## config.mk

```make
export PLATFORM = sky130hd
export DESIGN_NAME = score_display_ctrl
export DESIGN_NICKNAME = d
export VERILOG_FILES = /design/src/rtl/score_display_ctrl.sv
export SDC_FILE = /design/constraint.sdc
export NUM_CORES = 1
export LEC_CHECK = 0
export BUFFER_PORTS_ARGS = -buffer_cell sky130_fd_sc_hd__buf_4
export CORE_MARGIN = 10
export CORE_UTILIZATION = 55
export DETAILED_ROUTE_END_ITERATION = 12
export PLACE_DENSITY = 0.76
export SLEW_MARGIN = 0
export SYNTH_ARGS = -nofsm -noshare
export SYNTH_HDL_FRONTEND = slang
export SYNTH_HIERARCHICAL = 1
export SYNTH_SLANG_ARGS = --single-unit
```

## constraint.sdc

```tcl
create_clock -name clk -period 4 [get_ports clk]
set_clock_uncertainty 0.1 [all_clocks]
set_input_delay 0.4 -clock clk [delete_from_list [all_inputs] [get_ports clk]]
set_output_delay 0.4 -clock clk [all_outputs]
set_load 0.05 [all_outputs]
```

## src/rtl/score_display_ctrl.sv

```systemverilog
// Score display: binary score -> 6 BCD digits via a serial double-dabble
// engine, latched into a display register and decoded to active-low segments.

module score_digit_dec (
  input  logic [3:0] digit,
  input  logic       blank,
  output logic [6:0] seg
);
  always_comb begin
    seg = 7'h7F;
    if (!blank) begin
      case (digit)
        4'd0:    seg = 7'h40;
        4'd1:    seg = 7'h79;
        4'd2:    seg = 7'h24;
        4'd3:    seg = 7'h30;
        4'd4:    seg = 7'h19;
        4'd5:    seg = 7'h12;
        4'd6:    seg = 7'h02;
        4'd7:    seg = 7'h78;
        4'd8:    seg = 7'h00;
        4'd9:    seg = 7'h10;
        default: seg = 7'h7F;
      endcase
    end
  end
endmodule

module score_display_ctrl #(
  parameter int WIDTH     = 20,
  parameter int BLINK_DIV = 25000000
) (
  input  logic             clk,
  input  logic             reset,
  input  logic [WIDTH-1:0] value,
  input  logic             load,
  input  logic             blank_lz,
  input  logic             blink_en,
  output logic             busy,
  output logic             done,
  output logic [6:0]       hex0,
  output logic [6:0]       hex1,
  output logic [6:0]       hex2,
  output logic [6:0]       hex3,
  output logic [6:0]       hex4,
  output logic [6:0]       hex5
);
  localparam int          NDIG = 6;
  localparam int          CNTW = $clog2(WIDTH + 1);
  localparam int          BW   = (BLINK_DIV > 1) ? $clog2(BLINK_DIV) : 1;
  localparam logic [31:0] MAXV = 32'd999999;

  typedef enum logic [1:0] {IDLE, SHIFT, LATCH} state_t;

  state_t                     state;
  logic [WIDTH-1:0]           bin;
  logic [NDIG-1:0][3:0]       bcd, bcd_adj, disp;
  logic [CNTW-1:0]            cnt;
  logic [BW-1:0]              bcnt;
  logic                       phase;
  logic [NDIG-1:0]            lz;
  logic [NDIG-1:0][6:0]       segs;
  logic                       blink_on;

  always_comb begin
    for (int i = 0; i < NDIG; i++)
      bcd_adj[i] = (bcd[i] >= 4'd5) ? bcd[i] + 4'd3 : bcd[i];
  end

  always_ff @(posedge clk) begin
    if (reset) begin
      state <= IDLE;
      busy  <= 1'b0;
      done  <= 1'b0;
      bin   <= '0;
      bcd   <= '0;
      disp  <= '0;
      cnt   <= '0;
    end else begin
      done <= 1'b0;
      case (state)
        IDLE: if (load) begin
          // Clamp so the six digits can always represent the score
          if ({{(32-WIDTH){1'b0}}, value} > MAXV) bin <= MAXV[WIDTH-1:0];
          else                                    bin <= value;
          bcd   <= '0;
          cnt   <= CNTW'(WIDTH);
          busy  <= 1'b1;
          state <= SHIFT;
        end
        SHIFT: begin
          {bcd, bin} <= {bcd_adj, bin} << 1;
          cnt        <= cnt - 1'b1;
          if (cnt == CNTW'(1)) state <= LATCH;
        end
        LATCH: begin
          disp  <= bcd;
          done  <= 1'b1;
          busy  <= 1'b0;
          state <= IDLE;
        end
        default: state <= IDLE;
      endcase
    end
  end

  always_ff @(posedge clk) begin
    if (reset) begin
      bcnt  <= '0;
      phase <= 1'b0;
    end else if (bcnt == BW'(BLINK_DIV - 1)) begin
      bcnt  <= '0;
      phase <= ~phase;
    end else begin
      bcnt <= bcnt + 1'b1;
    end
  end

  // A digit blanks only when it and every digit above it are zero
  always_comb begin
    logic zrun;
    zrun = 1'b1;
    lz   = '0;
    for (int i = NDIG - 1; i >= 1; i--) begin
      zrun  = zrun & (disp[i] == 4'd0);
      lz[i] = blank_lz & zrun;
    end
  end

  assign blink_on = blink_en & phase;

  for (genvar g = 0; g < NDIG; g++) begin : g_dig
    score_digit_dec u_dec (
      .digit (disp[g]),
      .blank (blink_on | lz[g]),
      .seg   (segs[g])
    );
  end

  assign hex0 = segs[0];
  assign hex1 = segs[1];
  assign hex2 = segs[2];
  assign hex3 = segs[3];
  assign hex4 = segs[4];
  assign hex5 = segs[5];
endmodule

```

Yosys cells after proc, flatten, opt, wreduce, memory -nomap -nowiden
Memory sizes are Yosys's and may differ from the RTL's. A register that Yosys moved wholly into a read port is not among the register bits.
Cells that the tools add are included.
{"block": "word_totals", "mem_bits_rw": 0, "n_memories": 6, "register_bits": 103, "in_bits": 25, "romBits": 672, "latch_bits": 0}
{"block": "op_classes", "mux": 37, "n_reduce_logical": 12, "div_mod_pow": 0, "addsub": 8, "order_cmp": 7, "mul": 0, "shift": 0, "n_bitwise": 16, "n_eq_ne": 6}
{"memory": "(no name shown)", "words": 16, "width": 7, "read_ports": 1, "rd_ports_with_merged_regs": 1, "wr": 0, "line": "12", "source": "case (digit)"}
{"memory": "(no name shown)", "words": 16, "width": 7, "read_ports": 1, "rd_ports_with_merged_regs": 1, "wr": 0, "line": "12"}
{"memory": "(no name shown)", "words": 16, "width": 7, "read_ports": 1, "rd_ports_with_merged_regs": 1, "wr": 0, "line": "12"}
{"memory": "(no name shown)", "words": 16, "width": 7, "read_ports": 1, "rd_ports_with_merged_regs": 1, "wr": 0, "line": "12"}
{"memory": "(no name shown)", "words": 16, "width": 7, "read_ports": 1, "rd_ports_with_merged_regs": 1, "wr": 0, "line": "12"}
{"memory": "(no name shown)", "words": 16, "width": 7, "read_ports": 1, "rd_ports_with_merged_regs": 1, "wr": 0, "line": "12"}
{"op": "2-to-1 mux 4 bit", "count": 17}
{"op": "case mux 24 bit (2 select lines)", "count": 1}
{"op": "2-to-1 mux 7 bit", "count": 6}
{"op": "2-to-1 mux 20 bit", "count": 2}
{"op": "case mux 20 bit (2 select lines)", "count": 1}
{"op": "adder 25 x 1 -> 25 bit, second input constant", "count": 1}
{"op": "equality test 25 bit, second input constant", "count": 1}
{"op": ">= comparator 4 x 3 -> 1 bit, second input constant", "count": 6}
{"op": "2-to-1 mux 24 bit", "count": 1}
{"op": "adder 4 x 2 -> 4 bit, second input constant", "count": 5}
{"op": "greater-than comparator 20 bit, second input constant", "count": 1}
{"op": "logical NOT 4 bit", "count": 5}
{"op": "AND 1 bit", "count": 10}
{"op": "case mux 5 bit (2 select lines)", "count": 1}
{"op": "AND reduction 2 bit", "count": 3}
{"op": "equality test 5 x 1 -> 1 bit, second input constant", "count": 1}
{"op": "2-to-1 mux 5 bit", "count": 1}
{"op": "OR 1 bit", "count": 5}
{"op": "subtractor 5 x 1 -> 5 bit, second input constant", "count": 1}
{"op": "2-to-1 mux 2 bit", "count": 2}
{"op": "inequality test 2 bit, second input constant", "count": 2}
{"op": "case mux 2 bit (2 select lines)", "count": 1}
{"op": "nonzero test 2 bit", "count": 2}
{"op": "adder 3 x 2 -> 3 bit, second input constant", "count": 1}
{"op": "8 further kinds", "count": 9}

Longest topological paths before layout
{"block": "depth", "ltp_word": 8, "mapped_depth": 7}

Hierarchy
The synthesis kept the hierarchy.
{"mod": "score_display_ctrl", "instances": 1, "area_each_um2": 4583.1, "cells_per_inst": 538, "seq_area_each_um2": 2062.0}
{"mod": "score_digit_dec at g_dig[2].u_dec ...", "instances": 3, "area_each_um2": 235.2, "cells_per_inst": 33, "seq_area_each_um2": 0.0}
{"mod": "score_digit_dec at g_dig[1].u_dec ...", "instances": 2, "area_each_um2": 236.5, "cells_per_inst": 33, "seq_area_each_um2": 0.0}
{"mod": "score_digit_dec at g_dig[0].u_dec", "instances": 1, "area_each_um2": 252.7, "cells_per_inst": 35, "seq_area_each_um2": 0.0}

Least setup slack after synthesis
OpenSTA, ideal clock, no wires.
{"block": "synth_path", "kind": "register -> output", "from": "reg disp[16] (netlist bit)", "to": "out hex1[0]", "setup_slack_ns": 1.135, "path_stages_with_launch": 6, "arrival_ns": 2.365, "path_cell_list": "dfxtp_1 nor4_1 nand4_1 o21ai_0 nor2_1 a21oi_1"}
{"block": "synth_between", "elab_chain_cells": 8}
{"element": "from (decl)", "line": "57", "source": "logic [NDIG-1:0][3:0] bcd, bcd_adj, disp;"}
{"element": "from (signal assigned)", "line": "77", "source": "disp <= '0;"}
{"element": "from (signal assigned)", "line": "97", "source": "disp <= bcd;"}
{"element": "logical NOT 4 bit", "line": "125", "source": "zrun = zrun & (disp[i] == 4'd0);"}
{"element": "AND 1 bit (4 in series)", "line": "125"}
{"element": "AND 1 bit", "line": "126", "source": "lz[i] = blank_lz & zrun;"}
{"element": "OR 1 bit", "line": "135", "source": ".blank (blink_on | lz[g]),"}
{"element": "2-to-1 mux 7 bit", "line": "11", "source": "if (!blank) begin"}
{"element": "to (decl)", "line": "42", "source": "output logic [6:0] hex1,"}
No other way between the ends.

Worst setup path in the final report
{"block": "layout_path", "from": "reg disp[19] (netlist bit)", "to": "out hex1[0]"}
Same word-level chain as after synthesis.

==> metrics <==
Core ar.=10800 um^2; root buffer cell=clkbuf_8; Worst path max stage delay=0.66 ns; vias in the first global route=5150; DP Cell Count=912; Initial Util=0.557; DP HPWL=9880 um; CP arrival=2.97 ns; worst path bufs/invs=1; final setup TNS=0 ns; number of synthesized flops with an enable pin=0; Non-Filler Instances=928; Sink Count=103; Crit. Startpoint=disp[19]$_SDFFE_PP0P_; endpoint class of the critical path=primary output; Cell variety after synth=59; hold_buf cts=0; width of the die=125 um; Synth-to-Final Area Change=11.6%; R2R Path Start=state[0]$_SDFFE_PP0P_; GPL Wtd Cong=0.866; total wire length=13400 um; DRC Markers=0; Fin Hold WS=0.171 ns; GRT Resource Usage Total=0.165; number of port buffers=68; peak supply drop=247 uV; Slew headroom=0.346; Worst setup SP type=flop; CP Max Fanout=13; CTS HTree Levels=3; RR Endpoint=bcd[11]$_SDFFE_PP0P_; final hold vios=0; Fmax=288 MHz; Synth warnings=6; # diodes=0; final number of setup-violating endpoints=0; vias per cell=5.68; Hold WC Path Type=primary input to flop; TritonCTS Buffers=9; fin crit share=0.867; CTS tree=done; ys flop type=dfxtp_1; critical path data required time=3.50 ns; crit-path cells=nor4_1, nand4_1, o21ai_0, nor2_1, a21oi_1, buf_4; DIE HEIGHT=125 um; Post-Synthesis Net Count=808; GRT overflow=0; most common cell after layout, fill and taps aside=dfxtp_1; layout cells sized above 1=0.150; die area=15500 um^2; Final Util=0.622; Worst Hold Endpoint=bin[6]$_SDFFE_PP0P_; asr flop ratio synth=0; Hold Path Origin=value[6]; P_leak=2.55 nW; post-CTS sizing=0; status=completed; slowest cell on the critical path=o21ai_0; Detail Route Antenna Nets=0; mean post-synth cell area=8.15 um^2; row count=38; Synth Register Bits=103; Worst-path clk slew=0.09 ns; Clock Path Buffers=2; Max Cap Violations=0; Initial DRC Count=321; Via Count=5270; Mapped Cells=738; Clk Latency, worst-skew pair=0.36 ns; Mapped Area=6010 um^2; Worst Reg-to-Reg Cells=3; kind of critical path=flop to primary output; Slew Viols, Final=0; post-synthesis sequential area ratio=0.343; Yosys top cell area share=0.343; min Tclk post-route=3.47 ns; Setup Buffers After CTS=0; R2R Setup Slk=1.77 ns; Net count, final=853; dominant cells by area after synthesis=dfxtp_1 34%, ha_1 9.4%, a21oi_1 7.7%, nand2_1 5.4%, nor2_1 3.1%; Largest delay share family, worst path=simple AND/OR/NAND/NOR gates; WHS Path Cells=2; first-pass GRT wire length=23000 um; DR WL/cell=14.4 um; io pins=69; initial antenna violation count=0; most frequent cells in the layout=103 x dfxtp_1, 92 x a21oi_1, 87 x nand2_1; largest net degree at the start of global routing=57; Power Density=297 nW/um^2; RSZ-0062 raised after global routing=no; post-synth top area cell=dfxtp_1; worst slew pin tran=0.980 ns; 1st-pass router iterations=5
## per-layer routing
layer	GRT usage	share of wire	vias up
met4	0.0370	0.0065	0
met3	0.0306	0.043	8
met2	0.301	0.51	112
li1	-	-	2687
met1	0.195	0.44	2463
met5	0	0	-
## flip-flops by register name, summed over array words and instances (netlist names)
signal and flops:
bcd 24, phase 1, bcnt 25, cnt 5
busy 1, disp 24, done 1, bin 20
state 2
## per-stage QoR
step	cell area, um^2	setup slack (ns)	power [mW]
floorplan	6010	1.13	1.29
global placement	6520	1.08	1.37
detailed placement	6520	0.983	1.37
CTS	6710	0.574	2.01
global route	6710	0.265	2.07
finish	6710	0.532	2.00
## cell usage after synthesis (all sizes together) (10+ instances only)
library cell    n
a21oi          94
clkbuf         27
dfxtp         103
ha             45
inv            45
nand2          87
nand2b         28
nand3          19
nand4          10
nor2           49
nor3           13
o21ai          41
o22ai          20
o31ai          14
xnor2          13
xor2           15
## how the worst max path moves through the flow
| stage | depth (start not counted) | slack (ns) | end |
|---|---|---|---|
| finish | 6 | 0.53 | hex1[0] |
| detailed placement | 6 | 0.98 | hex1[0] |
| global placement | 6 | 1.08 | hex1[3] |
| global route | 6 | 0.27 | hex1[6] |
| CTS | 6 | 0.57 | hex1[0] |
| floorplan | 5 | 1.13 | hex1[0] |
## worst reg2reg max path, cell delays in order (launching register included)
cell and delay (ns):
dfxtp_1 0.47, nand2b_1 0.54, nor2_1 0.81, a32o_1 0.26
## power breakdown
| part | internal, mW | switching (mW) |
|---|---|---|
| clock | 0.307 | 0.339 |
| combinational | 0.0938 | 0.180 |
| sequential | 1.06 | 0.0203 |
## cell families after synthesis
family | share of synthesized area
compound gates | 0.217
fa+ha+maj | 0.0936
flops | 0.343
simple gates | 0.232
mux | 0.0135
buf+inv | 0.0605
xor+xnor | 0.0408
## cell type report
cell class	instances	area, um^2
Fill cell	935	4080
Inverter	45	169
Sequential cell	103	2060
Multi-Input combinational cell	554	3590
Clock buffer	13	149
Clock inverter	3	42.5
Timing Repair Buffer	70	526
Tap cell	140	175
(Power assumes the default switching activity.)
